File: config.mk
export PLATFORM = sky130hd
export DESIGN_NAME = adc_moving_average_flat
export DESIGN_NICKNAME = d
export VERILOG_FILES = /design/src/rtl/adc_moving_average_if.sv /design/src/rtl/adc_moving_average.sv /design/src/flat_wrapper.sv
export SDC_FILE = /design/constraint.sdc
export NUM_CORES = 1
export LEC_CHECK = 0
export ABC_CLOCK_PERIOD_IN_PS = 9200
export CORE_MARGIN = 3
export CORE_UTILIZATION = 67
export CTS_CLUSTER_SIZE = 40
export DETAILED_ROUTE_END_ITERATION = 8
export GPL_ROUTABILITY_DRIVEN = 0
export PLACE_DENSITY_LB_ADDON = 0.15
export SYNTH_ARGS = -nofsm -noshare
export SYNTH_HDL_FRONTEND = slang
export SYNTH_SLANG_ARGS = --single-unit
File: constraint.sdc
create_clock -name clk -period 9.2 [get_ports clk]
set_clock_uncertainty 0.1 [all_clocks]
set_input_delay 1.38 -clock clk [delete_from_list [all_inputs] [get_ports clk]]
set_output_delay 1.38 -clock clk [all_outputs]
set_load 0.03 [all_outputs]
File: src/rtl/adc_moving_average_if.sv
// Sample/average stream between the ADC reader, the boxcar filter and its consumer.
// slave is the filter's view: it takes raw samples in and drives the averages out.
interface adc_moving_average_if;
  logic       axiiv;
  logic [9:0] axiid;
  logic       axiov;
  logic [9:0] axiod;
  logic       filled;

  modport master (output axiiv, axiid, input axiov, axiod, filled);
  modport slave  (input axiiv, axiid, output axiov, axiod, filled);
endinterface

File: src/rtl/adc_moving_average.sv
// Streaming boxcar filter: mean of the last 2^LOG2_WINDOW 10-bit ADC samples,
// one output pulse per accepted sample, one cycle of latency.
module adc_moving_average #(
  parameter int LOG2_WINDOW = 4
) (
  input  logic                 clk,
  input  logic                 rst,
  input  logic                 clear,
  adc_moving_average_if.slave  bus
);

  localparam int W     = 1 << LOG2_WINDOW;
  localparam int SUM_W = 10 + LOG2_WINDOW;

  logic [9:0]             buffer [W];
  logic [LOG2_WINDOW-1:0] wr_ptr;
  logic [SUM_W-1:0]       sum;
  logic [SUM_W-1:0]       next_sum;
  logic [LOG2_WINDOW:0]   fill_cnt;

  // Add the new sample and drop the one it overwrites; the sum is sized for W*1023.
  assign next_sum   = sum + SUM_W'(bus.axiid) - SUM_W'(buffer[wr_ptr]);
  assign bus.filled = (fill_cnt == (LOG2_WINDOW + 1)'(W));

  always_ff @(posedge clk) begin
    if (rst || clear) begin
      // NOTE: the history must be zeroed, otherwise stale entries get subtracted from a fresh window.
      for (int i = 0; i < W; i++) buffer[i] <= '0;
      wr_ptr    <= '0;
      sum       <= '0;
      fill_cnt  <= '0;
      bus.axiov <= 1'b0;
      bus.axiod <= '0;
    end else if (bus.axiiv) begin
      buffer[wr_ptr] <= bus.axiid;
      wr_ptr         <= wr_ptr + 1'b1;
      sum            <= next_sum;
      bus.axiod      <= next_sum[SUM_W-1:LOG2_WINDOW];
      bus.axiov      <= 1'b1;
      if (!bus.filled) fill_cnt <= fill_cnt + 1'b1;
    end else begin
      bus.axiov <= 1'b0;
    end
  end

endmodule

File: src/flat_wrapper.sv
// flat-port wrapper written by rule: the top's interface ports become plain ports
module adc_moving_average_flat 
#(
  parameter int LOG2_WINDOW = 4
)
  (clk, rst, clear, bus_axiiv, bus_axiid, bus_axiov, bus_axiod, bus_filled);
  adc_moving_average_if bus_i ();
  input  logic clk;
  input  logic rst;
  input  logic clear;
  input wire logic [$bits(bus_i.axiiv)-1:0] bus_axiiv;
  input wire logic [$bits(bus_i.axiid)-1:0] bus_axiid;
  output wire logic [$bits(bus_i.axiov)-1:0] bus_axiov;
  output wire logic [$bits(bus_i.axiod)-1:0] bus_axiod;
  output wire logic [$bits(bus_i.filled)-1:0] bus_filled;
  assign bus_i.axiiv = bus_axiiv;
  assign bus_i.axiid = bus_axiid;
  assign bus_axiov = bus_i.axiov;
  assign bus_axiod = bus_i.axiod;
  assign bus_filled = bus_i.filled;
  adc_moving_average #(.LOG2_WINDOW(LOG2_WINDOW)) u_core (.clk(clk), .rst(rst), .clear(clear), .bus(bus_i));
endmodule
==> run metrics <==
Slew HR about 32%; EDFF count, synth 160; Final nets 737; startpoint types flop; grt ovf 0; Peak VDD IR 163 uV; number of detailed-route iterations in the first pass 5; Routed WL roughly 22,000 um; fin crit share 50.7%; netlist area before placement 9370 sq um; required time worst endpoint 9.44 ns; Fin. Hold Viols 0; vias in the first global route roughly 6,000; DP HPWL about 13,000 um; RSZ-0062 raised after global routing false; CTS clk-pin slew, worst paths 0.07 ns; # rows 42; largest net degree at the start of global routing 50; Critical Path Max Stage Delay 0.73 ns; crit-path max FO 40; Hold WC Path Type flop to flop; total power 2040 uW; syn nets 744; drt initial violations a little under 1,000; area post-placement 9670 sq um; die height 124 um; GRT Util Overall 30.0%; DR vias 6,235; Ports 26; CTS Buf Count 17; Area Growth Syn to Fin 9.56%; CTS tree yes; Sink Count 188; largest buffer count on any clock path 2; # diodes 0; Post-CTS Resized 0; LEAKAGE 0.00371 uW; CP Capture Type flop; Synth area leaders edfxtp_1, mux4_1, nor3_1; Setup CP Type flop to flop; Synth Flop Type edfxtp_1; max-slew violations 0; layout cells sized above 1 11.8%; PwrDens 199 nW/um^2; count of different cell masters after synthesis 51; Post-Synth Simple-Gate Area 12.7%; area share of the largest cell type after synthesis 51.3%; CTS hold repair buffers 0; core area 13,500 sq um; Port-buffer cells 25; DR WL/cell between 20 and 30 um; cell with the most instances after synthesis edfxtp_1; worst skew pair latency 0.45 ns; CTS H-tree lvls 4; full die area approximately 15,000 sq um; critical path arrival 4.91 ns; Compound-Gate Fraction of Synth Area roughly 3.9%; multiplexer share of the synthesized area 14.0%; post-synthesis adder-cell area fraction 4.81%; final setup vio count 0; fmax 0.214 GHz; Crit-path slowest cell mux4_1; Avg Vias per Cell 7.07; asr flop ratio synth 0%; DRC viols 0; Commonest cells post-synth edfxtp_1, nor3_1, clkbuf_1; cells after synthesis 700; Routed Antenna Nets 0; Fillers approximately 840; crit path cell chain buf_4 -> mux4_1 -> mux4_2 -> ha_1 -> inv_1 -> ha_1 -> inv_1 -> fa_1 -> nor2b_1 -> o31ai_1 -> a31oi_2 -> nor2_1 -> or4b_1 -> o311ai_1; Post-CTS Setup Bufs 0; Syn Area/Cell 13.4 sq um; largest family of logic cells by synthesized area multiplexers; Worst-Margin Slew about 1 ns; Synth area leader edfxtp_1; outcome finished, final reports clean; Period minus WS final 4.67 ns; Max-Cap Viols 0; Initial Utilization between 60 and 70%; XOR/XNOR share of the synthesized area about 1.3%; Yosys reg bits 188; Die Width approximately 120 um; post-route setup TNS 0 ns; synth warn 0; CTS root buf clkbuf_16; first-pass GRT wire length 35,100 um; initial antenna violation count 0; Finished Cell Area 10,300 sq um; sequential element share of the synthesized area 57.3%
## power by group
| part | internal [uW] | switching [uW] | total [uW] |
|---|---|---|---|
| sequential | 960 | 16.0 | 976 |
| clock | 430 | 322 | 752 |
| combinational | 127 | 190 | 317 |
| total | 1520 | 528 | 2040 |
## cell usage in the layout (no fill, tap or decap), types with 2 or more instances in the layout
cell	count
edfxtp_1	160
xnor2_1	5
clkbuf_16	17
nand2_1	15
ha_1	20
bufinv_16	3
inv_6	3
nor4_1	41
clkbuf_1	2
o211ai_1	2
or3_1	4
a21oi_1	7
nand2b_1	5
nor3_1	121
a211oi_1	2
xor2_1	9
nand3_1	3
mux4_2	19
o21a_1	2
mux4_1	31
clkinv_1	10
clkinv_2	3
a21o_1	4
o31ai_1	7
fa_1	10
clkdlybuf4s50_1	25
buf_4	27
dfxtp_1	27
nor2_1	23
o21ai_0	18
o21ai_1	2
nand4_1	7
mux2i_1	7
nor2b_1	2
inv_1	40
## worst max-delay path, delay by kind of cell, from the launching register on
| family | cells | cell delay, ns |
|---|---|---|
| muxes | 2 | 1.27 |
| adders and majority gates | 3 | 0.88 |
| and+or+nand+nor | 3 | 0.74 |
| buffers and inverters | 3 | 0.68 |
| AOI/OAI and AO/OA | 3 | 0.53 |
| DFF | 1 | 0.31 |
## final timing paths
path | start | to | slack (ns) | cells after the start
worst max-delay path | flop | u_core.sum[8] | 4.53 | 14
worst min-delay path | u_core.sum[13] | u_core.sum[13] | 0.40 | 2
worst max register to register | flop | u_core.sum[8] | 4.53 | 14
worst min register to register | u_core.sum[13] | u_core.sum[13] | 0.40 | 2
## metal layers
layer | share of wire [%] | up-vias | GRT usage [%]
met5 | 0 | - | 0
met4 | 2.9 | 0 | 10.9
met2 | 50 | 394 | 47.7
li1 | - | 2682 | -
met3 | 11 | 63 | 8.23
met1 | 37 | 3096 | 40.5
## state kept, by name, indices dropped and copies added, names as in the netlist, named ones only
signal and count:
u_core.buffer 160, u_core.fill_cnt 5, u_core.bus.axiov 1, u_core.sum 14, u_core.wr_ptr 4
## stage by stage
| stage | cells | utilization, % | setup slack [ns] | hold WS, ns |
|---|---|---|---|---|
| 2_1_floorplan | 700 | - | 5.19 | 0.347 |
| 3_3_place_gp | 850 | 71.9 | 4.33 | 0.367 |
| 3_5_place_dp | 850 | 71.9 | 4.29 | 0.375 |
| 4_1_cts | 882 | 76.3 | 4.61 | 0.391 |
| 5_1_grt | 882 | 76.3 | 4.40 | 0.419 |
| 6_report | 882 | 76.3 | 4.53 | 0.397 |
## area by class of cell
type                       count  area [sq um]  share of cell area, %
sequential                   188          5370                   52.3
multi-input combinational    384          3440                   33.5
timing repair buffer          52           453                   4.41
clock buffer                  19           433                   4.22
tap                          176           220                   2.15
inverter                      50           188                   1.83
clock inverter                13           163                   1.58
## cell families after synthesis
group	Yosys count
buffers and inverters	128
XOR/XNOR	14
multiplexers	57
flip-flops	188
AO/OA/AOI/OAI	54
adder cells (fa/ha/maj)	30
AND/OR/NAND/NOR	229
(Power assumes the default switching activity.)
